File: src/rtl/dds_freq_sched_if.sv
// dds_freq_sched_if: FTW update request bus between the requesters
// (b_to_f result path, host register interface, ...) and dds_freq_sched.
// Channel k owns req_valid[k], req_ready[k] and req_ftw[k*FTW_W +: FTW_W].
interface dds_freq_sched_if #(
  parameter int N_CH  = 4,
  parameter int FTW_W = 32
);
  logic [N_CH-1:0]       req_valid;
  logic [N_CH*FTW_W-1:0] req_ftw;
  logic [N_CH-1:0]       req_ready;

  modport master (
    output req_valid,
    output req_ftw,
    input  req_ready
  );

  modport slave (
    input  req_valid,
    input  req_ftw,
    output req_ready
  );
endinterface

File: src/rtl/dds_freq_sched.sv
// dds_freq_sched: round-robin scheduler that moves FTW update requests into
// per-channel shadow registers and commits them to the dds_slave freq inputs,
// either right after each grant or all together on a dds_sync pulse.
// Optional feature macro: DDS_SCHED_LOST_CNT_EN builds the saturating
// counter of pending words overwritten before they were committed; without
// it o_lost_cnt is tied to zero.
module dds_freq_sched #(
  parameter int N_CH  = 4,
  parameter int FTW_W = 32
) (
  input  logic                  int_dds_clk_in,
  input  logic                  reset,
  dds_freq_sched_if.slave       i_req,
  input  logic [N_CH-1:0]       i_ch_en,
  input  logic                  i_mode_sync,
  input  logic                  i_sync_in,
  output logic [N_CH*FTW_W-1:0] o_dds_freq,
  output logic [N_CH-1:0]       o_update_strobe,
  output logic [N_CH-1:0]       o_dds_dis,
  output logic [N_CH-1:0]       o_pending,
  output logic                  o_busy,
  output logic [7:0]            o_lost_cnt
);

  localparam int PW  = (N_CH > 1) ? $clog2(N_CH) : 1;
  localparam int PW1 = PW + 1;

  typedef enum logic [1:0] {
    S_IDLE   = 2'd0,
    S_GRANT  = 2'd1,
    S_COMMIT = 2'd2
  } state_t;

  state_t             r_state;
  state_t             w_state_nxt;
  logic [PW-1:0]      r_rr_ptr;
  logic [PW-1:0]      r_grant_idx;
  logic [PW-1:0]      w_sel_idx;
  logic [PW-1:0]      w_ptr_nxt;
  logic [N_CH-1:0]    w_elig;
  logic [N_CH-1:0]    w_sel_onehot;
  logic               w_any_elig;
  logic               w_any_pending;
  logic               w_transfer;
  logic               r_sync_flag;
  logic [N_CH-1:0]    r_pending;
  logic [N_CH-1:0]    r_req_ready;
  logic [N_CH-1:0]    r_update_strobe;
  logic [N_CH-1:0]    r_dds_dis;
  logic               r_busy;
  logic [FTW_W-1:0]   r_shadow   [N_CH];
  logic [FTW_W-1:0]   r_dds_freq [N_CH];
  logic [FTW_W-1:0]   w_req_ftw  [N_CH];

  // Unpack the flat request words and pack the committed words.
  for (genvar g = 0; g < N_CH; g++) begin : g_pack
    assign w_req_ftw[g]                   = i_req.req_ftw[g*FTW_W +: FTW_W];
    assign o_dds_freq[g*FTW_W +: FTW_W]   = r_dds_freq[g];
  end

  assign w_elig        = i_req.req_valid & i_ch_en;
  assign w_any_elig    = |w_elig;
  assign w_any_pending = |r_pending;
  assign w_sel_onehot  = N_CH'(1'b1) << w_sel_idx;
  assign w_transfer    = (r_state == S_GRANT) && i_req.req_valid[r_grant_idx];
  assign w_ptr_nxt     = (r_grant_idx == PW'(N_CH - 1)) ? {PW{1'b0}}
                                                        : r_grant_idx + PW'(1);

  assign i_req.req_ready = r_req_ready;
  assign o_update_strobe = r_update_strobe;
  assign o_dds_dis       = r_dds_dis;
  assign o_pending       = r_pending;
  assign o_busy          = r_busy;

  // Round-robin pick: first eligible channel at or after the pointer, wrapping.
  always_comb begin : arb_c
    logic [PW1-1:0] v_sum;
    logic [PW-1:0]  v_idx;
    logic           v_found;
    v_sum     = {PW1{1'b0}};
    v_idx     = {PW{1'b0}};
    v_found   = 1'b0;
    w_sel_idx = {PW{1'b0}};
    for (int i = 0; i < N_CH; i++) begin
      v_sum = {1'b0, r_rr_ptr} + PW1'(i);
      if (v_sum >= PW1'(N_CH)) begin
        v_sum = v_sum - PW1'(N_CH);
      end else begin
        v_sum = v_sum;
      end
      v_idx = v_sum[PW-1:0];
      if (!v_found && w_elig[v_idx]) begin
        v_found   = 1'b1;
        w_sel_idx = v_idx;
      end else begin
        v_found = v_found;
      end
    end
  end

  // Next-state logic: commits take priority over new grants in IDLE.
  always_comb begin
    w_state_nxt = r_state;
    case (r_state)
      S_IDLE: begin
        if ((r_sync_flag || i_sync_in) && w_any_pending) begin
          w_state_nxt = S_COMMIT;
        end else if (!i_mode_sync && w_any_pending) begin
          w_state_nxt = S_COMMIT;
        end else if (w_any_elig) begin
          w_state_nxt = S_GRANT;
        end else begin
          w_state_nxt = S_IDLE;
        end
      end
      S_GRANT: begin
        if (!i_mode_sync && w_transfer) begin
          w_state_nxt = S_COMMIT;
        end else begin
          w_state_nxt = S_IDLE;
        end
      end
      S_COMMIT: w_state_nxt = S_IDLE;
      default:  w_state_nxt = S_IDLE;
    endcase
  end

  // State register.
  always_ff @(posedge int_dds_clk_in or posedge reset) begin
    if (reset) begin
      r_state <= S_IDLE;
      r_busy  <= 1'b0;
    end else begin
      r_state <= w_state_nxt;
      r_busy  <= (w_state_nxt != S_IDLE);
    end
  end

  // Grant bookkeeping: latch the winner and pulse its ready during GRANT.
  always_ff @(posedge int_dds_clk_in or posedge reset) begin
    if (reset) begin
      r_grant_idx <= {PW{1'b0}};
      r_req_ready <= {N_CH{1'b0}};
      r_rr_ptr    <= {PW{1'b0}};
    end else begin
      if ((r_state == S_IDLE) && (w_state_nxt == S_GRANT)) begin
        r_grant_idx <= w_sel_idx;
        r_req_ready <= w_sel_onehot;
      end else begin
        r_req_ready <= {N_CH{1'b0}};
      end
      if (w_transfer) begin
        r_rr_ptr <= w_ptr_nxt;
      end
    end
  end

  // Shadow capture on a GRANT transfer; commit of every pending word in COMMIT.
  always_ff @(posedge int_dds_clk_in or posedge reset) begin
    if (reset) begin
      for (int k = 0; k < N_CH; k++) begin
        r_shadow[k]   <= {FTW_W{1'b0}};
        r_dds_freq[k] <= {FTW_W{1'b0}};
      end
      r_pending       <= {N_CH{1'b0}};
      r_update_strobe <= {N_CH{1'b0}};
    end else begin
      r_update_strobe <= {N_CH{1'b0}};
      case (r_state)
        S_GRANT: begin
          if (w_transfer) begin
            r_shadow[r_grant_idx]  <= w_req_ftw[r_grant_idx];
            r_pending[r_grant_idx] <= 1'b1;
          end
        end
        S_COMMIT: begin
          for (int k = 0; k < N_CH; k++) begin
            if (r_pending[k]) begin
              r_dds_freq[k] <= r_shadow[k];
            end
          end
          r_update_strobe <= r_pending;
          r_pending       <= {N_CH{1'b0}};
        end
        default: begin
        end
      endcase
    end
  end

  // Sticky sync: consumed on COMMIT entry, discarded when nothing is pending.
  always_ff @(posedge int_dds_clk_in or posedge reset) begin
    if (reset) begin
      r_sync_flag <= 1'b0;
    end else if (w_state_nxt == S_COMMIT) begin
      r_sync_flag <= 1'b0;
    end else if ((r_state == S_IDLE) && !w_any_pending) begin
      r_sync_flag <= 1'b0;
    end else if (i_sync_in) begin
      r_sync_flag <= 1'b1;
    end
  end

  // Channel disable follows ch_en with one cycle of lag.
  always_ff @(posedge int_dds_clk_in or posedge reset) begin
    if (reset) begin
      r_dds_dis <= {N_CH{1'b0}};
    end else begin
      r_dds_dis <= ~i_ch_en;
    end
  end

`ifdef DDS_SCHED_LOST_CNT_EN
  logic [7:0] r_lost_cnt;

  // Count overwrites of words that were still waiting to be committed.
  always_ff @(posedge int_dds_clk_in or posedge reset) begin
    if (reset) begin
      r_lost_cnt <= 8'd0;
    end else if (w_transfer && r_pending[r_grant_idx] && (r_lost_cnt != 8'hFF)) begin
      r_lost_cnt <= r_lost_cnt + 8'd1;
    end
  end

  assign o_lost_cnt = r_lost_cnt;
`else
  assign o_lost_cnt = 8'd0;
`endif

endmodule

File: src/flat_wrapper.sv
// flat-port wrapper written by rule: the top's interface ports become plain ports
module dds_freq_sched_flat 
#(
  parameter int N_CH  = 4,
  parameter int FTW_W = 32
)
  (int_dds_clk_in, reset, i_ch_en, i_mode_sync, i_sync_in, o_dds_freq, o_update_strobe, o_dds_dis, o_pending, o_busy, o_lost_cnt, i_req_req_valid, i_req_req_ftw, i_req_req_ready);
  dds_freq_sched_if #(.N_CH(N_CH), .FTW_W(FTW_W)) i_req_i ();
  input  logic int_dds_clk_in;
  input  logic reset;
  input  logic [N_CH-1:0] i_ch_en;
  input  logic i_mode_sync;
  input  logic i_sync_in;
  output logic [N_CH*FTW_W-1:0] o_dds_freq;
  output logic [N_CH-1:0] o_update_strobe;
  output logic [N_CH-1:0] o_dds_dis;
  output logic [N_CH-1:0] o_pending;
  output logic o_busy;
  output logic [7:0] o_lost_cnt;
  input wire logic [$bits(i_req_i.req_valid)-1:0] i_req_req_valid;
  input wire logic [$bits(i_req_i.req_ftw)-1:0] i_req_req_ftw;
  output wire logic [$bits(i_req_i.req_ready)-1:0] i_req_req_ready;
  assign i_req_i.req_valid = i_req_req_valid;
  assign i_req_i.req_ftw = i_req_req_ftw;
  assign i_req_req_ready = i_req_i.req_ready;
  dds_freq_sched #(.N_CH(N_CH), .FTW_W(FTW_W)) u_core (.int_dds_clk_in(int_dds_clk_in), .reset(reset), .i_req(i_req_i), .i_ch_en(i_ch_en), .i_mode_sync(i_mode_sync), .i_sync_in(i_sync_in), .o_dds_freq(o_dds_freq), .o_update_strobe(o_update_strobe), .o_dds_dis(o_dds_dis), .o_pending(o_pending), .o_busy(o_busy), .o_lost_cnt(o_lost_cnt));
endmodule
File: config.mk
export PLATFORM = sky130hd
export DESIGN_NAME = dds_freq_sched_flat
export DESIGN_NICKNAME = d
export VERILOG_FILES = /design/src/rtl/dds_freq_sched_if.sv /design/src/rtl/dds_freq_sched.sv /design/src/flat_wrapper.sv
export SDC_FILE = /design/constraint.sdc
export NUM_CORES = 1
export LEC_CHECK = 0
export ABC_CLOCK_PERIOD_IN_PS = 13100
export BUFFER_PORTS_ARGS = -buffer_cell sky130_fd_sc_hd__buf_2
export CORE_MARGIN = 5
export CORE_UTILIZATION = 50
export CTS_CLUSTER_SIZE = 14
export DETAILED_ROUTE_END_ITERATION = 8
export GPL_ROUTABILITY_DRIVEN = 0
export PLACE_DENSITY = 0.8
export SLEW_MARGIN = 10
export SYNTH_ARGS = -nofsm -noshare
export SYNTH_HDL_FRONTEND = slang
export SYNTH_SLANG_ARGS = --single-unit
File: constraint.sdc
create_clock -name int_dds_clk_in -period 13.1 [get_ports int_dds_clk_in]
set_input_delay 2.62 -clock int_dds_clk_in [delete_from_list [all_inputs] [get_ports int_dds_clk_in]]
set_output_delay 2.62 -clock int_dds_clk_in [all_outputs]
set_load 0.05 [all_outputs]
* Yosys cells after proc, flatten, opt, wreduce, memory -nomap -nowiden
Index checks and enable logic that the tools add are counted.
** Cells by class
- Reductions and logical operators :: 29
- Bitwise logic cells :: 4
- Shifts and indexed selects :: 1
- Mux-type cells :: 42
- Order comparisons :: 12
- Equal/unequal tests :: 6
- Add/sub/neg operators :: 8
** Operators by type and width (count)
- 128-bit bitwise mux :: 1
- 32-bit 2-to-1 mux :: 3
- 32-bit binary-select mux with 2-bit select :: 1
- 32-bit demux with 2-bit select :: 1
- 2-bit 2-to-1 mux :: 12
- 2-bit by 3-bit < comparator with 1-bit output, second input constant :: 5
- 1-bit 2-to-1 mux :: 13
- 3-bit >= comparator, second input constant :: 4
- 4-bit 2-to-1 mux :: 3
- 2-bit AND reduction :: 6
- 1-bit logical AND :: 11
- 1-bit binary-select mux with 2-bit select :: 5
- 4-bit case mux with 2 select lines :: 1
- 4-bit OR reduction :: 2
- 2-bit by 1-bit subtractor with 2-bit output, second input constant :: 4
- 2-bit by 2-bit adder with 3-bit output, second input constant :: 2
- 2-bit == test, second input constant :: 3
- 1-bit logical NOT :: 5
- 4-bit AND :: 1
- 2-bit by 1-bit == test with 1-bit output, second input constant :: 2
- 4-bit NOT :: 1
- 4-bit OR :: 1
- 2-bit case mux with 2 select lines :: 1
- 2-bit nonzero test :: 2
- other kinds (12) :: 12
** Storage, ports and cells
- Output and inout bits :: 153
- Bits in registers :: 280
- Logic and storage cells :: 119
- Bits of input ports :: 140

* Logic depth before layout (Yosys ltp)
- Word-level depth :: 16
- Gate-level depth with buffers :: 7
- Mapped depth without buffers :: 5

* Worst setup path after synthesis
OpenSTA, ideal clock, no wires.
- Path kind :: input port to flip-flop
- Start :: in i_req_req_valid[3]
- End :: reg u_core.r_shadow[100] (netlist name)
- Cell stages on the path :: 5
- Buffers on the path :: 1
- Arrival time :: 3.694 ns
- Required time :: 12.975 ns
- Slack :: 9.281 ns
- Library setup time :: 0.125 ns
- Cell sequence :: mux2i_1 -> o22ai_4 -> nand3b_4 -> buf_6 -> mux2_4
** Between the ends
- Longest elaborated chain between the ends :: 4
** RTL lines
- from (decl) :: RTL line flat_wrapper.sv:20 : input wire logic [$bits(i_req_i.req_valid)-1:0] i_req_req_valid;
- 1-bit binary-select mux with 2-bit select :: RTL line dds_freq_sched.sv:65 : assign w_transfer = (r_state == S_GRANT) && i_req.req_valid[r_grant_idx];
- 1-bit 2-to-1 mux (not written as such) :: RTL line dds_freq_sched.sv:65
- 1-bit logical AND :: RTL line dds_freq_sched.sv:65
- 2-bit AND reduction (no line)
- to (signal, indexed assignment) :: RTL line dds_freq_sched.sv:162 : r_shadow[k] <= {FTW_W{1'b0}};
- to (signal, indexed assignment) :: RTL line dds_freq_sched.sv:172 : r_shadow[r_grant_idx] <= w_req_ftw[r_grant_idx];
- to (decl) :: RTL line dds_freq_sched.sv:51 : logic [FTW_W-1:0] r_shadow [N_CH];
Every way passes these cells. The select of a mux whose other input is x is not followed.
A chain may end at the register's enable or synchronous reset.

* Worst setup path in the final report
- Start :: in i_req_req_valid[1]
- End :: reg u_core.r_shadow[14] (netlist name)
The elaborated chain is that of the path after synthesis.

==> flow_metrics.env <==
export IMPL_use_met2_pct=33.5
export IMPL_swShare_pct=40.2
export IMPL_slowest_stage="nand3b_4"
export IMPL_wire_per_inst_um=20.6
export IMPL_avgSynthCellArea_um2=17.0
export IMPL_placed_cell_area_um2=13400
export IMPL_setup_worst_path_start="i_req_req_valid[1]"
export IMPL_clock_sink_count=280
export IMPL_grt_util_met3_pct=3.91
export IMPL_finalCriticalPeriod_ns=4.14
export IMPL_coreArea_um2=23300
export IMPL_fin_area_um2=14300
export IMPL_outcome="complete, no violations"
export IMPL_drt_pass1_iter_count=6
export IMPL_tightestPinTransition_ns=1.10
export IMPL_syn_inst=692
export IMPL_crit_arrival_ns=4.55
export IMPL_drive_gt1_share_pct=64.1
export IMPL_dp_worst_setup_slack_ns=8.40
export IMPL_port_buffers=284
export IMPL_grt_pass1_vias=7518
export IMPL_grt_use_total_pct=20.2
export IMPL_slew_viol_final=0
export IMPL_synth_warnings=0
export IMPL_r2r_start="u_core.r_grant_idx[1]"
export IMPL_grt_busiest_layer="met2"
export IMPL_antenna_left=0
export IMPL_fp_row_count=56
export IMPL_setup_viol=0
export IMPL_die_x_um=164
export IMPL_rsz0062_at_grt="no"
export IMPL_cts_tree="built"
export IMPL_ctsResizeCount=0
export IMPL_combPwrFrac_pct=40.9
export IMPL_holdWs_ns=0.496
export IMPL_cts_hold_buf=0
export IMPL_ios=293
export IMPL_leakagePower_nw=7.76
export IMPL_cts_path_max_buffers=3
export IMPL_rr_endpoint="u_core.r_shadow[14]"
export IMPL_vdd_drop_max_mv=0.153
export IMPL_drv_cap=0
export IMPL_clk_pin_slew_ns=0.06
export IMPL_ys_seq_area_share_pct=59.4
export IMPL_n_antenna_cell=0
export IMPL_overflow=0
export IMPL_hold_violations=0
export IMPL_powerDensity_nw_per_um2=263
export IMPL_slowest_delay_ns=0.68
export IMPL_vias_per_cell=5.26
export IMPL_dp_hpwl_um=18000
export IMPL_die_h_um=164
export IMPL_finalCritPeriodShare_pct=31.6
export IMPL_switchingPower_w=0.00151
export IMPL_path_max_fanout=33
export IMPL_drc=0
export IMPL_wl_um=27100
export IMPL_met1_usage_pct=28.1
export IMPL_seqPwrFrac_pct=38.3
export IMPL_hp_start="u_core.r_shadow[62]"
export IMPL_die_area_um2=26700
export IMPL_critical_path_required_ns=13.51
export IMPL_cts_root_buf="clkbuf_16"
export IMPL_mostFrequentLayoutCell="buf_2"
export IMPL_clkLatencyLatePin_ns=0.53
export IMPL_cts_max_level=1
export IMPL_antenna_found_initial=1
export IMPL_final_cell_mix="buf_2 (284), dfrtp_1 (278), mux2_2 (169), mux2_4 (87), mux4_2 (32)"
export IMPL_post_cts_buffers=0
export IMPL_path_cells="buf_2 > mux2i_1 > o22ai_4 > nand3b_4 > mux2_4"
export IMPL_layout_nets=1119
export IMPL_design_power_total_w=0.00377
export IMPL_worstHoldEndpoint="u_core.o_dds_freq[94]"
export IMPL_rr_worst_depth=4
export IMPL_vias=6920
export IMPL_max_freq_mhz=242
export IMPL_holdPathStages=1
export IMPL_tns_ns=0
export IMPL_setup_slack_ns=8.96
export IMPL_drt_initial_drc_count=224
export IMPL_slew_headroom_pct=26.9
export IMPL_grt_pass1_wl_um=42500
export IMPL_crit_path_end_kind="flop"
export IMPL_yosysUniqueCellTypes=40
export IMPL_syn_cell_area_um2=11800
export IMPL_area_growth_pct=21.4
export IMPL_hp_class="flop to flop"
export IMPL_cts_buffers=29
export IMPL_internal_power_w=0.00225
export IMPL_crit_type="input pin to flop"
export IMPL_grt_max_degree=125
export IMPL_r2r_slack_ns=9.89
export IMPL_skew_ns=0.00747
export IMPL_clkPwrFrac_pct=20.8
export IMPL_initial_core_util_pct=50.5
export IMPL_setup_worst_path_start_class="input pin"
export IMPL_ys_ff_latch=280
export IMPL_fill_cells=1785
-- power groups by stage --
stage	combinational [W]	sequential, W	clock, W
floorplan	0.000670	0.00194	0
global placement	0.00152	0.00144	0
detailed placement	0.00156	0.00145	0
CTS	0.00156	0.00144	0.000805
global route	0.00163	0.00148	0.000842
finish	0.00154	0.00144	0.000784
-- kinds of logic (layout without fill, tap and decap cells) --
kind of cell             count (synthesis)  after routing  share of synthesized area, %
AO/OA/AOI/OAI                           18             18                          1.18
adder cells (fa/ha/maj)                  4              4                         0.425
buffers and inverters                   55            353                          2.93
flip-flops                             280            280                          59.4
multiplexers                           293            293                          33.8
other                                    1              8                        0.0318
AND/OR/NAND/NOR                         41             41                          2.20
-- how the worst max path moves through the flow --
| stage | endpoint | cells past startpoint |
|---|---|---|
| after global placement | u_core.r_shadow[16] | 5 |
| after detailed placement | u_core.r_shadow[9] | 5 |
| after global routing | u_core.r_grant_idx[0] | 3 |
| after CTS | u_core.r_shadow[14] | 5 |
| final | u_core.r_shadow[14] | 5 |
| after floorplan | u_core.i_req.req_ready[0] | 1 |
-- synth_stat cells --
cell type  instances  share of area, %
a22o_1             2              0.15
o221ai_1           1             0.074
nor4_1             1             0.053
and2_1             1             0.053
mux2_4            87                11
buf_2             12              0.51
buf_6             12               1.1
mux2_2           169                16
mux4_2            32               6.1
o22ai_4            1              0.17
buf_4              9              0.57
nand4bb_1          1             0.096
o31ai_1            1             0.064
nor3b_1            1             0.064
nor2b_1            2              0.11
inv_1             13              0.41
nor3_1             1             0.042
nand2_1           16              0.51
nand3b_1           1             0.064
a21oi_1            3              0.13
nand3b_4           4              0.68
o211ai_1           1             0.064
conb_1             1             0.032
o22a_1             1             0.074
dfrtp_1          280                59
a2bb2oi_1          1             0.074
clkbuf_1           5              0.16
a32o_1             1             0.085
mux2_1             2              0.19
o21ai_0            3              0.13
ha_1               4              0.42
nand2b_1           2              0.11
buf_1              4              0.13
o22ai_1            2              0.11
mux2i_1            3              0.25
nand3_1            1             0.042
nor2_1             8              0.25
or3_1              1             0.053
nand4b_1           1             0.074
a22oi_1            1             0.064
-- through the flow --
| step | utilization [%] | std cells |
|---|---|---|
| after global placement | 57.3 | 1263 |
| final | 61.3 | 1316 |
| after CTS | 61.3 | 1316 |
| after global routing | 61.3 | 1316 |
| after detailed placement | 57.3 | 1263 |
| after floorplan | - | 699 |
-- flip-flops by register name, summed over array words and instances (netlist names) --
name,count
u_core.o_dds_freq,128
u_core.r_shadow,128
u_core.i_req.req_ready,4
u_core.o_dds_dis,4
u_core.o_pending,4
u_core.o_update_strobe,4
u_core.r_grant_idx,2
u_core.r_rr_ptr,2
u_core.r_state,2
u_core.o_busy,1
u_core.r_sync_flag,1
-- cell type report --
cell class / instances / area (um^2) / area share [%]
multi-input combinational: 364 / 4470 / 31.3
tap: 319 / 399 / 2.79
sequential: 280 / 7010 / 49.0
clock inverter: 18 / 128 / 0.892
inverter: 13 / 56.3 / 0.394
timing repair buffer: 287 / 1440 / 10.1
clock buffer: 35 / 798 / 5.58
-- worst max-delay path, delay by kind of cell --
kind	cells	cell delay (ns)
simple gates	1	0.68
mux	2	0.68
buf+inv	1	0.12
compound gates	1	0.42
-- routing by layer --
layer  part of all wire (%)  vias to the layer above
met3                    6.2                       51
met2                     48                      242
met4                    1.8                        2
met5                  0.026                        -
li1                       -                     3044
met1                     44                     3581
No activity file was read; power rests on OpenSTA's default activity.
